## config.mk

```make
export PLATFORM = sky130hd
export DESIGN_NAME = restoring_divider_cla
export DESIGN_NICKNAME = d
export VERILOG_FILES = /design/src/rtl/restoring_divider_cla.sv
export SDC_FILE = /design/constraint.sdc
export NUM_CORES = 1
export LEC_CHECK = 0
export ABC_AREA = 0
export BUFFER_PORTS_ARGS = -buffer_cell sky130_fd_sc_hd__buf_2
export CORE_UTILIZATION = 56
export DETAILED_ROUTE_END_ITERATION = 16
export PLACE_DENSITY = 0.86
export SYNTH_ARGS = -nofsm -noshare
export SYNTH_HDL_FRONTEND = slang
export SYNTH_SLANG_ARGS = --single-unit
```

## constraint.sdc

```tcl
create_clock -name clk -period 2.4 [get_ports clk]
set_input_delay 0.36 -clock clk [delete_from_list [all_inputs] [get_ports clk]]
set_output_delay 0.36 -clock clk [all_outputs]
set_load 0.05 [all_outputs]
```

## src/rtl/restoring_divider_cla.sv

```systemverilog
// Sequential unsigned restoring divider: one quotient bit per clock, with the trial
// subtraction done by a (WIDTH+1)-bit carry-lookahead adder in subtract mode.
module restoring_divider_cla #(
  parameter int WIDTH = 8
) (
  input  logic             clk,
  input  logic             rst,
  input  logic             start,
  input  logic [WIDTH-1:0] dividend,
  input  logic [WIDTH-1:0] divisor,
  output logic             busy,
  output logic             done,
  output logic [WIDTH-1:0] quotient,
  output logic [WIDTH-1:0] remainder,
  output logic             div_by_zero,
  output logic [1:0]       dbg_state
);

  // Handshake: start is a one-cycle request sampled on a rising edge; it is accepted
  // (operands captured) only on an edge where busy=0, i.e. in IDLE or in the DONE cycle.
  typedef enum logic [1:0] {
    S_IDLE = 2'd0,
    S_RUN  = 2'd1,
    S_DONE = 2'd2
  } state_t;

  localparam int CW = (WIDTH > 2) ? $clog2(WIDTH) : 1;

  state_t            state, state_next;
  logic [CW-1:0]     cnt;
  logic [WIDTH:0]    p_reg;
  logic [WIDTH-1:0]  q_reg;
  logic [WIDTH-1:0]  d_reg;

  logic              accept;
  logic              last_step;
  logic [WIDTH:0]    t_val;
  logic [WIDTH:0]    b_val;
  logic [WIDTH:0]    s_val;
  logic              cout;
  logic [WIDTH:0]    p_next;
  logic [WIDTH-1:0]  q_next;
  logic              unused_p_msb;

  // Carry-lookahead subtract: every carry is expanded from generate/propagate terms
  // directly, so no carry depends on a neighbouring carry wire.
  function automatic logic [WIDTH+1:0] cla_add(input logic [WIDTH:0] a,
                                               input logic [WIDTH:0] b,
                                               input logic           cin);
    logic [WIDTH:0]   g;
    logic [WIDTH:0]   p;
    logic [WIDTH+1:0] c;
    logic             acc;
    logic             prop;
    g    = a & b;
    p    = a ^ b;
    c    = '0;
    c[0] = cin;
    for (int i = 0; i <= WIDTH; i++) begin
      acc  = g[i];
      prop = p[i];
      for (int j = i - 1; j >= 0; j--) begin
        acc  = acc | (prop & g[j]);
        prop = prop & p[j];
      end
      c[i+1] = acc | (prop & cin);
    end
    return {c[WIDTH+1], p ^ c[WIDTH:0]};
  endfunction

  assign busy         = (state == S_RUN);
  assign done         = (state == S_DONE);
  assign dbg_state    = state;
  // P never exceeds the divisor after a step, so its top bit is never shifted out.
  assign unused_p_msb = p_reg[WIDTH];

  always_comb begin
    accept     = start && (state != S_RUN);
    last_step  = (state == S_RUN) && (cnt == CW'(WIDTH - 1));
    state_next = state;
    case (state)
      S_IDLE, S_DONE: begin
        if (start) state_next = (divisor == '0) ? S_DONE : S_RUN;
        else       state_next = S_IDLE;
      end
      S_RUN:   if (last_step) state_next = S_DONE;
      default: state_next = S_IDLE;
    endcase
  end

  always_comb begin
    t_val         = {p_reg[WIDTH-1:0], q_reg[WIDTH-1]};
    b_val         = ~{1'b0, d_reg};
    {cout, s_val} = cla_add(t_val, b_val, 1'b1);
    p_next        = cout ? s_val : t_val;
    q_next        = {q_reg[WIDTH-2:0], cout};
  end

  always_ff @(posedge clk or posedge rst) begin
    if (rst) state <= S_IDLE;
    else     state <= state_next;
  end

  always_ff @(posedge clk or posedge rst) begin
    if (rst) begin
      cnt         <= '0;
      p_reg       <= '0;
      q_reg       <= '0;
      d_reg       <= '0;
      quotient    <= '0;
      remainder   <= '0;
      div_by_zero <= 1'b0;
    end else if (accept) begin
      cnt   <= '0;
      p_reg <= '0;
      q_reg <= dividend;
      d_reg <= divisor;
      if (divisor == '0) begin
        quotient    <= '1;
        remainder   <= dividend;
        div_by_zero <= 1'b1;
      end
    end else if (state == S_RUN) begin
      cnt   <= cnt + CW'(1);
      p_reg <= p_next;
      q_reg <= q_next;
      if (last_step) begin
        quotient    <= q_next;
        remainder   <= p_next[WIDTH-1:0];
        div_by_zero <= 1'b0;
      end
    end
  end

endmodule
```

Word-level counts from Yosys, hierarchy flattened:

Cells that the tools add are included.

* register bits: 46
* output and inout bits: 21

* $add $sub $neg: 1
* equal/unequal tests: 6
* mux-type cells: 23
* bitwise gates (word level): 99
* reductions and logical operators: 8

Operator list (number)
* 8-bit 2-to-1 mux: 13
* 1-bit bitwise AND: 58
* 1-bit OR: 37
* 9-bit bitwise AND: 1
* 8-bit inverter with 9-bit output: 1
* 9-bit XOR: 1
* 8-bit logical NOT: 1
* 8-bit XOR: 1
* 2-bit 2-to-1 mux: 3
* 3-bit 2-to-1 mux: 2
* 2-bit by 1-bit != test with 1-bit output, second input constant: 3
* 1-bit 2-to-1 mux: 4
* 2-bit case mux with 2 select lines: 1
* 2-bit nonzero test: 2
* 3-bit by 1-bit adder with 3-bit output, second input constant: 1
* 3-bit equality test, second input constant: 1
* 3-bit AND reduction: 1
* 2-bit by 1-bit equality test with 1-bit output, second input constant: 1
* 2-bit equality test, second input constant: 1
* 1-bit logical AND: 2
* 2-bit logical NOT: 1
* 2-bit OR reduction: 1

Longest topological paths before layout:

Gate-level depths: netlist of the first run.

* depth in word-level cells: 16
* gate-level depth with buffers: 8
* gate-level depth less buffers: 7

Worst setup path after synthesis of the first run:

OpenSTA, ideal clock, no wires.

* path type: flip-flop to output port
* start: reg state[0] (netlist: dbg_state[0])
* end: out busy
* data arrival time: 1.612 ns
* data required time: 2.040 ns
* slack: 0.428 ns
* stages on the path, launching flop included: 4
* cells stage by stage: dfrtp_1 nand2b_1 inv_2 buf_1

* word-level cells in the longest chain between the ends: 1

RTL lines
* start: declaration: line 29 `state_t state, state_next;`
* start signal: assignment: line 101 `else state <= state_next;`
* 2-bit by 1-bit equality test with 1-bit output: line 71 `assign busy = (state == S_RUN);`
* end: declaration: line 11 `output logic busy,`

Every way passes these cells.

Final worst setup path of the first run:

* start: reg q_reg[7]
* end: reg remainder[0]

* word-level cells in the longest chain between the ends: 8
* elaborated cells on any way between the ends: 11
* classes of those cells: mux (4); bitwise (7)

RTL lines
* start: declaration: line 32 `logic [WIDTH-1:0] q_reg;`
* start signal: assignment: line 116 `q_reg <= dividend;`
* start signal: assignment: line 126 `q_reg <= q_next;`
* 9-bit bitwise AND: line 55 `g = a & b;`
* 1-bit bitwise AND: line 63 `acc = acc | (prop & g[j]);`
* 1-bit OR: line 63
* 1-bit OR: line 66 `c[i+1] = acc | (prop & cin);`
* 8-bit 2-to-1 mux *: line 95 `p_next = cout ? s_val : t_val;`
* 8-bit 2-to-1 mux *: line 127 `if (last_step) begin`
* 8-bit 2-to-1 mux *: line 123 `end else if (state == S_RUN) begin`
* 8-bit 2-to-1 mux *: line 113 `end else if (accept) begin`
* end signal: assignment: line 120 `remainder <= dividend;`
* end signal: assignment: line 129 `remainder <= p_next[WIDTH-1:0];`
* end: declaration: line 14 `output logic [WIDTH-1:0] remainder,`

Every way passes the cells marked *; elsewhere a longest branch is shown, timed or not. The select of a mux whose other input is x is not followed.
A chain may end at the register's enable or synchronous reset.

==> results of run 1 <==
## path summary, 6_finish.rpt
kind / cells after the start / endpoint / slack (ns)
min reg2reg: 2 / div_by_zero$_DFFE_PP0P_ / 0.50
min: 2 / quotient[7]$_DFFE_PP0P_ / 0.05
max in group asynchronous: 3 / d_reg[0]$_DFFE_PP0P_ / 1.61
max: 8 / remainder[0]$_DFFE_PP0P_ / 0.26
min in group clk: 2 / d_reg[2]$_DFFE_PP0P_ / 0.31
max reg2reg: 8 / remainder[0]$_DFFE_PP0P_ / 0.26
## layout make-up
cell class | count | area share
clock buffers | 6 | 0.02609
clock inverters | 2 | 0.01350
inverters | 14 | 0.01889
repair buffers | 49 | 0.09717
multi-input cells | 172 | 0.4080
well taps | 50 | 0.02249
flip-flops and latches | 46 | 0.4139
## layer usage
layer  vias to the layer above  part of all wire
li1                        948                 -
met4                         0            0.0097
met3                         9             0.047
met5                         -                 0
met1                       970              0.46
met2                        59              0.48
## kinds of logic after synthesis
| group | share of synthesized area |
|---|---|
| AOI/OAI and AO/OA | 0.1589 |
| muxes | 0.09282 |
| and+or+nand+nor | 0.1442 |
| xor gates and xnor gates | 0.02202 |
| adders and majority gates | 0.05768 |
| buffers and inverters | 0.04195 |
| DFF | 0.4824 |
## power groups by stage
stage / Sequential, W / Combinational [W] / Clock [W]
floorplan: 0.00183 / 0.00157 / 0
global placement: 0.00138 / 0.00259 / 0
detailed placement: 0.00140 / 0.00266 / 0
CTS: 0.00139 / 0.00268 / 0.000583
global route: 0.00144 / 0.00295 / 0.000621
finish: 0.00140 / 0.00268 / 0.000579
## through the flow
stage | utilization | worst slack, ns | instances
after global placement | 0.6583 | 0.3425 | 331
after detailed placement | 0.6583 | 0.2639 | 331
after floorplan | - | 0.4278 | 244
after CTS | 0.6855 | 0.2655 | 339
after global routing | 0.6855 | 0.08817 | 339
final | 0.6855 | 0.2594 | 339
## placed cells by master (no fill, tap or decap), types with 2 or more instances in the layout
cell                       count
sky130_fd_sc_hd__dfrtp_1      46
sky130_fd_sc_hd__buf_2        39
sky130_fd_sc_hd__o21ai_0      33
sky130_fd_sc_hd__nand2_1      33
sky130_fd_sc_hd__nand3_1      12
sky130_fd_sc_hd__mux2i_1      12
sky130_fd_sc_hd__inv_1        12
sky130_fd_sc_hd__ha_1         11
sky130_fd_sc_hd__buf_4        10
sky130_fd_sc_hd__nor2_1        9
sky130_fd_sc_hd__a21oi_1       9
sky130_fd_sc_hd__mux2_2        9
sky130_fd_sc_hd__or3_1         7
sky130_fd_sc_hd__clkbuf_8      5
sky130_fd_sc_hd__xnor2_1       4
sky130_fd_sc_hd__o22ai_1       4
sky130_fd_sc_hd__nand2b_1      3
sky130_fd_sc_hd__o211ai_1      2
sky130_fd_sc_hd__a21o_1        2
sky130_fd_sc_hd__xor2_1        2
sky130_fd_sc_hd__a31o_2        2
sky130_fd_sc_hd__and2_1        2
## worst max-delay path: cells and delay by family, from the launching register on
kind	cells	cell delay, ns
AOI/OAI and AO/OA	4	0.69
adders and majority gates	1	0.32
buffers and inverters	2	0.29
DFF	1	0.42
muxes	1	0.35
==> results, run 1 <==
- Summed over all failing endpoints, the final setup total negative slack is 0 ns.
- Clock-pin slew was measured on the worst setup and hold paths at 0.09 ns.
- Ranked by instance count, the synthesized netlist is headed by sky130_fd_sc_hd__dfrtp_1 (46), sky130_fd_sc_hd__nand2_1 (33), sky130_fd_sc_hd__o21ai_0 (33).
- The fmax is 467.2 MHz.
- Setup repair after global routing left no endpoint under its margin.
- The violation count after the first detailed-routing iteration is 126.
- The library cell used as clock root buffer is sky130_fd_sc_hd__clkbuf_8.
- The share of total power dissipated in combinational logic is 0.576.
- The final-layout fill cell count is 315.
- The highest fanout seen on the critical path is 9.
- The number of antenna diodes in the final layout is 0.
- The run finished with clean final reports.
- The final number of setup-violating endpoints is 0.
- The largest net degree at the start of global routing is 30.
- In this run, synthesis inferred 0 flip-flops with an integrated enable.
- The maximum buffer depth of the clock tree is 2.
- Of the available clock period, the critical path in the final layout requires 0.8919.
- Sorting the synthesized cells by area gives the leading types as sky130_fd_sc_hd__dfrtp_1 (48%), sky130_fd_sc_hd__o21ai_0 (6.9%), sky130_fd_sc_hd__ha_1 (5.8%), sky130_fd_sc_hd__nand2_1 (5.2%), sky130_fd_sc_hd__mux2i_1 (5.0%).
- The areal power density over the cells is 1674 mW/mm^2.
- After synthesis the netlist holds a flip-flop and latch count of 46.
- The clock network fraction of total power is 0.124.
- The area growth from synthesis to layout is 16.57%.
- The insertion delay of the later-clocked pin in the worst-skew pair is 0.30 ns.
- The worst slew slack as a fraction of its limit is 0.5684.
- The area taken by multi-input logic gates is 0.001135 mm^2.
- The H-tree depth is 2.
- The die span in y is 67.28 um.
- The global routing's busiest layer is met2.
- The total clock buffers created by CTS is 5.
- The Yosys step of the flow raised 0 warnings.
- The total number of placement rows is 23.
- The final route contains 1986 vias.
- The net switching component of the power is 0.002202 W.
- Dividing the detail-routed via count by the number of cells gives 5.858.
- The first-pass GRT wire length is 9011 um.
- The width of the die is 67.28 um.
- Global routing finished with a remaining overflow of 0.
- The maximum single-stage delay on the critical path is 0.42 ns.
- In the routed design, unresolved DRC markers number 0.
- For this run, global-route usage on met3 was measured as 0.05912.
- In the global route stage, met2 resource usage came out at 0.4225.
- The endpoint type of the worst setup path is a flop.
- Routability-driven placement finished with a final weighted congestion of 0.9087.
- At the end of the flow, the number of nets in the layout was 318.
- The cell area after placement is 0.002671 mm^2.
- The critical path is of the flop to flop type.
- The count of nets left with antenna violations once routing finished came out at 0.
- Walking the worst path, the cells encountered are inv_1 -> ha_1 -> o211ai_1 -> a21o_1 -> a32oi_1 -> buf_4 -> mux2_2 -> o22ai_1.
- By instance count, the leading cell after synthesis is sky130_fd_sc_hd__dfrtp_1.
- The initial standard-cell utilization of the core is 0.5880.
- The number of global-route vias before repair is 1953.
- The total count of max-transition violations in the final report is 0.
- TritonCTS built the clock tree.
- The share of Yosys cell area claimed by the top area cell type is 0.4824.
- Max-cap violations in this run came to 0.
- The first-pass detailed-route iteration total is 4.
- The worst register-to-register path begins at q_reg[7]$_DFFE_PP0P_.
- The worst hold-check slack is 0.04833 ns.
- The number of buffers added for setup after CTS is 0.
- The worst path in the final design needs a cycle of 2.141 ns, including I/O delays and setup.
- After synthesis, the mean cell area works out to 9.779 um^2.
- The met1 track demand over resource is 0.3637.
- The count of pins on the block boundary is 40.
- The total number of clock tree sinks is 46.
- Between clock sinks in the finished design, the worst skew comes to 0.008805 ns.
- The number of library cell types mapped by synthesis is 39.
- Across the VDD grid, the largest voltage drop is 0.0007968 V.
- At the worst endpoint, the arrival time is 2.37 ns.
- The beginning of the critical path is q_reg[7]$_DFFE_PP0P_.
- For the pin with the worst max-slew slack, the measured transition is 0.6434 ns.
- Wires add up to 5473 um.
- The final cell area excluding filler cells is 0.002781 mm^2.
- Summed over all instances, the cell type with the most area after synthesis is sky130_fd_sc_hd__dfrtp_1.
- The combined global-route utilization of all metal layers is 0.2723.
- The part of the total power dissipated in sequential elements is 0.300.
- The number of input and output port buffers inserted is 39.
- The post-cts resize count is 0.
- Counting flops with an async set or reset pin after synthesis yields a share of 1.000.
- The number of antenna violations at the first check in global routing is 0.
- The area of the placeable core is 0.004058 mm^2.
- In the synthesized netlist, the number of instances is 244.
- The number of endpoints with negative hold slack in the final report is 0.
- Data on the critical path is required at its endpoint by 2.63 ns.
- The overall die area is 0.004526 mm^2.
- The cell type of the slowest stage on the worst timing path is sky130_fd_sc_hd__dfrtp_1.
- The switching part of the total is 0.4728.
- The kind of start point of the critical path is a flop.
- The share of the Yosys chip area taken by registers is 0.4824.
- In the final layout, flip-flops and latches occupy 0.001151 mm^2.
- The count of hold buffers inserted by post-cts repair is 0.
- Synthesis produced a netlist with a net count of 274.
- The worst min-delay path category is input pin to async pin.
- In the final layout, the share of cells above drive strength 1 is 0.2457.
- The cell area after synthesis is 0.002386 mm^2.
- The routed length per placed instance is 16.14 um.
- The analysis attributes to cell leakage a power of 1.344 nW.
- Cell internal power was estimated by the tool at 0.002455 W.
- The HPWL after detailed placement is 4017 um.
- Among all flip-flop cells after synthesis, the most frequent one is sky130_fd_sc_hd__dfrtp_1.
- The sum of internal, switching and leakage power is 0.004657 W.
Note: power is estimated with default switching activity, not from simulation.
==> inputs of run 2 (changes only) <==
CORE_ASPECT_RATIO = 0.9   (was unset)
CTS_CLUSTER_SIZE = 28   (was unset)
==> run 2 against run 1 <==
Combinational power up 1%. Critical path type unchanged. Critical path depth stayed put. Worst hold slack improved by 0.078 ns. Total power is 0.79% higher. Clock power rose by 2%.
==> results, run 2 (synthesis results as in run 1) <==
- The fraction of layout instances using a drive strength above 1 was 0.2561 (+0.01038).
- The fmax was 433.2 MHz (-7.3%).
- The combined global-route utilization of all metal layers is 0.2648 (-0.007534).
- The width of the die came to 70.81 um (+5.2%).
- The most common library cell in the layout ignoring fill and taps is sky130_fd_sc_hd__dfrtp_1.
- The worst slew slack as a fraction of its limit is 0.3763 (-0.1922).
- The largest net degree at the start of global routing is 28 (-6.7%).
- The endpoint type of the worst setup path is a flop.
- The setup path with the least slack is of type flop to flop.
- The reg2reg setup slack is 0.09 ns (-0.17 ns).
- The total clock buffers created by CTS is 5 (unchanged).
- The number of design rule violations left after detail routing came to 0 (unchanged).
- The average via count per standard cell is 5.825 (-0.57%).
- The net count of the finished layout is 318 (unchanged).
- The total count of max-transition violations in the final report is 0 (unchanged).
- The final period utilization came to 0.9618 (+0.06985).
- The count of pins on the block boundary is 40 (unchanged).
- The number of vias after detailed routing is 1963 (-1.2%).
- The number of endpoints with negative hold slack in the final report is 0 (unchanged).
- The initial standard-cell utilization of the core is 0.5857 (-0.002348).
- The final weighted congestion of routability-driven global placement is 0.8332 (-8.3%).
- The maximum buffer depth of the clock tree is 2 (unchanged).
- STA classifies the critical path startpoint as a flop.
- The overall die area is 0.004526 mm^2 (about the same).
- The final cell area excluding filler cells came to 0.002793 mm^2 (+0.40%).
- The number of antenna cells inserted came to 0 (unchanged).
- The count of hold buffers inserted by post-cts repair is 0 (unchanged).
- The beginning of the critical path is q_reg[7]$_DFFE_PP0P_.
- The total number of placement rows is 22 (-4.3%).
- The register clock-pin slew on the reported worst setup and hold paths is 0.09 ns (about the same).
- The H-tree depth is 2 (unchanged).
- The violation count after the first detailed-routing iteration was 191 (+52%).
- The max-capacitance violation count is 0 (unchanged).
- The area of the placeable core is 0.004074 mm^2 (+0.40%).
- The worst min-delay path category is input pin to async pin.
- The number of antenna violations at the first check in global routing is 0 (unchanged).
- The total congestion overflow after global routing came to 0 (unchanged).
- The maximum vdd drop is 0.0007793 V (-2.2%).
- The final number of setup-violating endpoints is 0 (unchanged).
- Setup repair after global routing left no endpoint under its margin.
- The total half-perimeter wirelength after legalization and detailed placement is 3948 um (-1.7%).
- The routed length per placed instance is 16.19 um (+0.26%).
- The fraction of the core area covered by cells at the end of the flow is 0.6855 (about the same).
- The total routed wirelength came to 5455 um (-0.33%).
- The total negative slack was 0 ns (unchanged).
- Compared with the post-synthesis result, the final layout area differs by 17.04%.
- The first-pass detailed-route iteration total is 4 (unchanged).
- The post-layout minimum cycle time came to 2.308 ns (+0.1676 ns).
- The highest fanout seen on the critical path is 12 (+3).
- The number of nets with antenna violations after detailed routing was 0 (unchanged).
- The die span in y is 63.93 um (-5.0%).
- The insertion delay of the later-clocked pin in the worst-skew pair is 0.31 ns (about the same).
- The first-pass GRT wire length was 9094 um (+0.92%).
- The worst register-to-register path begins at q_reg[7]$_DFFE_PP0P_.
- The number of placed cells counting well taps was 329 (-0.60%).
- The run finished with clean final reports.
- The total leakage power is 1.350 nW (+0.46%).
- The worst hold-check slack is 0.1264 ns (+0.07809 ns).
- The end of the worst register-to-register path is remainder[0]$_DFFE_PP0P_.
- The areal power density over the cells is 1681 mW/mm^2 (+0.38%).
- In the layout the commonest cells are sky130_fd_sc_hd__dfrtp_1 (46), sky130_fd_sc_hd__buf_2 (39), sky130_fd_sc_hd__o21ai_0 (33), sky130_fd_sc_hd__nand2_1 (33).
- The logic depth of the worst register-to-register path was 8 (unchanged).
- The final non-filler cell total was 337 (-0.59%).
- The TritonCTS clock tree is done.
- The number of global-route vias before repair was 1877 (-3.9%).
- The worst path arrival time is 2.54 ns (+0.17 ns).
- The total number of clock tree sinks was 46 (unchanged).
- The transition at the pin with the smallest max-transition slack came to 0.9298 ns (+0.2865 ns).
- The maximum clock skew at final layout was 0.008840 ns (+0.00003433 ns).
- In this run the clock root is driven by a sky130_fd_sc_hd__clkbuf_8.
- The cell area after placement was 0.002669 mm^2 (about the same).
- The data required time of the worst path was 2.63 ns (about the same).
- The number of input and output port buffers inserted was 39 (unchanged).
-- run 2: cell count changes in the layout (fill, tap and decap cells not counted) --
cell and delta:
sky130_fd_sc_hd__clkbuf_1 -1, sky130_fd_sc_hd__mux2i_1 -1, sky130_fd_sc_hd__clkinv_2 +1, sky130_fd_sc_hd__clkinvlp_4 -1
sky130_fd_sc_hd__mux2i_2 +1, sky130_fd_sc_hd__a32oi_1 -1, sky130_fd_sc_hd__a32oi_2 +1, sky130_fd_sc_hd__inv_6 +1
-- run 2: worst max-delay path by stage --
stage / to / cells after the start
2_1_floorplan: busy / 3
3_3_place_gp: p_reg[0]$_DFFE_PP0P_ / 8
3_5_place_dp: remainder[0]$_DFFE_PP0P_ / 8
4_1_cts: remainder[0]$_DFFE_PP0P_ / 8
5_1_grt: p_reg[0]$_DFFE_PP0P_ / 8
6_report: remainder[0]$_DFFE_PP0P_ / 8
-- run 2: cell type report --
cell class | instances | area [um^2]
fill | 309 | 1281
sequential | 46 | 1151
multi-input combinational | 172 | 1146
timing repair buffer | 49 | 270.3
clock buffer | 5 | 68.82
tap | 48 | 60.06
inverter | 14 | 52.55
clock inverter | 3 | 43.79
-- run 2: metal layers --
metal	global-route usage	vias up	share of wire
met4	0.1050	0	0.021
met2	0.4363	55	0.49
met3	0.05047	12	0.042
met5	0	-	0
li1	-	944	-
met1	0.3461	952	0.45
-- run 2: power breakdown --
part	internal, W	switching, W	leakage (nW)	total [W]
logic	0.000996	0.00172	0.741	0.00272
clock network	0.000312	0.000281	0.0585	0.000593
registers	0.00115	0.000237	0.550	0.00138
total	0.00246	0.00224	1.35	0.00469
-- run 2: repair_timing --
action / CTS / global route
resized for setup: 0 / 2
endpoints found under the setup margin: 0 / 4
setup buffers: 0 / 0
-- run 2: metrics by stage --
step	power, W	setup slack (ns)
finish	0.004694	0.09171
global route	0.005012	0.03570
CTS	0.004654	0.08688
detailed placement	0.004027	0.1775
global placement	0.003930	0.3162
floorplan	0.003399	0.4278
-- run 2: critical path, cell delays in order, from the launching register on --
cell and delay, ns:
sky130_fd_sc_hd__dfrtp_1 0.43, sky130_fd_sc_hd__inv_1 0.09, sky130_fd_sc_hd__ha_1 0.34, sky130_fd_sc_hd__o211ai_1 0.13
sky130_fd_sc_hd__a21o_1 0.24, sky130_fd_sc_hd__a32oi_2 0.22, sky130_fd_sc_hd__buf_4 0.25, sky130_fd_sc_hd__mux2_2 0.37
sky130_fd_sc_hd__o22ai_1 0.16
==> inputs of run 3 (changes only) <==
==> constraint.sdc (replaced) <==
create_clock -name clk -period 2.4 [get_ports clk]
set_input_delay 0.12 -clock clk [delete_from_list [all_inputs] [get_ports clk]]
set_output_delay 0.12 -clock clk [all_outputs]
set_load 0.05 [all_outputs]
==> run 3 against run 2 <==
Routed wire length down 4.9%. Setup slack better by 0.15 ns. Critical path type unchanged. Clock skew is 0.0083 ns higher. Via count is 0.25% higher. Total power fell by 4.3%. Global-route usage down 1.5 points. Cell count down 0.30%. Largest power group unchanged. Flip-flop and latch count unchanged. Clock-buffer cell count is the same. First-iteration DRC count down 15%. Critical endpoint is now remainder[5]$_DFFE_PP0P_. Combinational power fell by 3%. Utilization down 0.95 points.
==> results, run 3 (synthesis results as in run 1) <==
- The end of the worst register-to-register path is remainder[5]$_DFFE_PP0P_.
- The final number of setup-violating endpoints is 0 (unchanged).
- The final weighted congestion of routability-driven global placement is 0.9327 (+12%).
- The final non-filler cell total was 336 (-0.30%).
- The library cell used as clock root buffer is sky130_fd_sc_hd__clkbuf_8.
- The total number of placement rows is 22 (unchanged).
- The fmax came to 463.7 MHz (+7.0%).
- The total number of clock tree sinks is 46 (unchanged).
- The fraction of the core area covered by cells at the end of the flow was 0.6760 (-0.009521).
- The number of antenna cells inserted is 0 (unchanged).
- The total half-perimeter wirelength after legalization and detailed placement is 3713 um (-6.0%).
- The number of antenna violations at the first check in global routing was 0 (unchanged).
- The final-layout fill cell count is 342 (+11%).
- The total congestion overflow after global routing is 0 (unchanged).
- The path type of the worst setup path is flop to flop.
- The worst register-to-register path begins at p_reg[3]$_DFFE_PP0P_.
- TritonCTS built the clock tree.
- The count of pins on the block boundary is 40 (unchanged).
- The number of design rule violations left after detail routing is 0 (unchanged).
- The maximum vdd drop is 0.0008613 V (+11%).
- Setup repair after global routing left no endpoint under its margin.
- The data required time of the worst path is 2.60 ns (-0.03 ns).
- The areal power density over the cells is 1630 mW/mm^2 (-3.0%).
- The combined global-route utilization of all metal layers is 0.2493 (-0.01545).
- The first-pass GRT wire length came to 8631 um (-5.1%).
- The total clock buffers created by CTS came to 5 (unchanged).
- The register area is 0.001151 mm^2 (unchanged).
- The worst path buffer plus inverter count was 1 (-1).
- The total leakage power was 1.330 nW (-1.5%).
- The highest fanout seen on the critical path is 12 (unchanged).
- The max-capacitance violation count came to 0 (unchanged).
- The violation count after the first detailed-routing iteration was 162 (-15%).
- The worst hold path was traced through 2 stages.
- The maximum buffer depth of the clock tree is 2 (unchanged).
- The overall die area is 0.004526 mm^2 (unchanged).
- The number of endpoints with negative hold slack in the final report is 0 (unchanged).
- The setup slack after layout came to 0.2435 ns (+0.1518 ns).
- The worst setup path is captured at a flop.
- The width of the die was 70.81 um (unchanged).
- The insertion delay of the later-clocked pin in the worst-skew pair is 0.31 ns (about the same).
- The reg2reg setup slack is 0.24 ns (+0.15 ns).
- The worst min-delay path endpoint is d_reg[7]$_DFFE_PP0P_.
- The fraction of layout instances using a drive strength above 1 was 0.2431 (-0.01300).
- The area of the placeable core came to 0.004074 mm^2 (unchanged).
- The post-layout minimum cycle time is 2.156 ns (-0.1518 ns).
- The flow ran to the end, and the final reports show no timing, DRC or antenna violations.
- The total count of max-transition violations in the final report is 0 (unchanged).
- The area taken by multi-input logic gates is 0.001135 mm^2 (-0.98%).
- The number of global-route vias before repair is 1864 (-0.69%).
- Traced cell by cell, the critical path runs through ha_1 -> a21o_1 -> a21oi_1 -> a32oi_1 -> buf_4 -> o311a_1 -> o31a_1.
- The worst slew slack as a fraction of its limit came to 0.5637 (+0.1875).
- The final period utilization is 0.8985 (-0.06326).
- The most common library cell in the layout ignoring fill and taps is sky130_fd_sc_hd__dfrtp_1.
- The kind of start point of the critical path is a flop.
- The average via count per standard cell was 5.857 (+0.55%).
- The library cells used most frequently in the layout, excluding fill and tap cells, are sky130_fd_sc_hd__dfrtp_1 (46), sky130_fd_sc_hd__buf_2 (39), sky130_fd_sc_hd__o21ai_0 (33), sky130_fd_sc_hd__nand2_1 (33).
- The initial standard-cell utilization of the core is 0.5857 (unchanged).
- The total negative slack came to 0 ns (unchanged).
- The routed length per placed instance is 15.44 um (-4.6%).
- The post-place setup slack is 0.3092 ns (+0.1317 ns).
- The number of input and output port buffers inserted is 39 (unchanged).
- The worst min-delay path category is input pin to flop.
- The register clock-pin slew on the reported worst setup and hold paths is 0.10 ns (about the same).
- The first-pass detailed-route iteration total is 4 (unchanged).
- The total routed wirelength is 5189 um (-4.9%).
- The largest net degree at the start of global routing is 47 (+68%).
- The worst path arrival time was 2.36 ns (-0.18 ns).
- The number of vias after detailed routing is 1968 (+0.25%).
- The net count of the finished layout is 317 (-0.31%).
- The maximum single-stage delay on the critical path is 0.41 ns (-0.02 ns).
- On the critical path, the stage with the largest delay is an instance of sky130_fd_sc_hd__dfrtp_1.
- The number of nets with antenna violations after detailed routing is 0 (unchanged).
- The number of placed cells counting well taps came to 327 (-0.61%).
- The transition at the pin with the smallest max-transition slack is 0.6495 ns (-0.2803 ns).
- The startpoint identified for the worst hold timing path is divisor[7].
- The die span in y came to 63.93 um (unchanged).
- The logic depth of the worst register-to-register path is 7 (-1).
- The sum of internal, switching and leakage power is 0.004490 W (-4.3%).
- Compared with the post-synthesis result, the final layout area differs by 15.42%.
- The H-tree depth is 2 (unchanged).
- The kind of cell with the highest combined delay on the critical path is compound AO/OA/AOI/OAI gates.
- The maximum clock skew at final layout is 0.01716 ns (+0.008323 ns).
-- run 3: area by class of cell --
cell class / instances / area share
inverters: 14 / 0.01908
well taps: 48 / 0.02181
repair buffers: 48 / 0.09632
flip-flops and latches: 46 / 0.4180
clock inverters: 3 / 0.007724
clock buffers: 5 / 0.02499
multi-input cells: 172 / 0.4121
-- run 3: power by group --
part           internal, W  leakage [nW]  switching, W
sequential         0.00115         0.550      0.000232
combinational     0.000974         0.735       0.00166
clock             0.000205        0.0441      0.000276
-- run 3: per-stage QoR --
step / hold WS (ns) / cell area (um^2)
detailed placement: 0.2931 / 2654
floorplan: 0.2704 / 2386
global route: 0.04920 / 2754
CTS: 0.05339 / 2754
global placement: 0.2906 / 2654
finish: 0.05297 / 2754
-- run 3: worst reg2reg max path: cells and delay by family, from the launching register on --
kind	cells	cell delay [ns]
AOI/OAI and AO/OA	5	1.06
DFF	1	0.41
buffers and inverters	1	0.21
adders and majority gates	1	0.37
-- run 3: what timing repair did --
item                       in CTS  in global routing
hold buffers                    1                  0
hold endpoints to repair       46                  0
buffers inserted                0                  0
setup endpoints to repair       0                  0
gates resized for setup         0                  0
-- run 3: per-layer routing --
layer  wire [um]  global-route usage  vias up
met2        2348              0.3834       75
li1            -                   -      945
met3         284             0.06309       12
met1        2428              0.3351      936
met5           0                   0        -
met4         127              0.1100        0
-- run 3: worst max path at each step --
stage	startpoint	end	slack, ns	cells past startpoint
floorplan	p_reg[1]$_DFFE_PP0P_	remainder[2]$_DFFE_PP0P_	0.46	7
global placement	p_reg[3]$_DFFE_PP0P_	remainder[5]$_DFFE_PP0P_	0.39	7
detailed placement	q_reg[7]$_DFFE_PP0P_	p_reg[0]$_DFFE_PP0P_	0.31	8
CTS	q_reg[7]$_DFFE_PP0P_	p_reg[0]$_DFFE_PP0P_	0.28	8
global route	q_reg[7]$_DFFE_PP0P_	remainder[0]$_DFFE_PP0P_	0.10	8
finish	p_reg[3]$_DFFE_PP0P_	remainder[5]$_DFFE_PP0P_	0.24	7
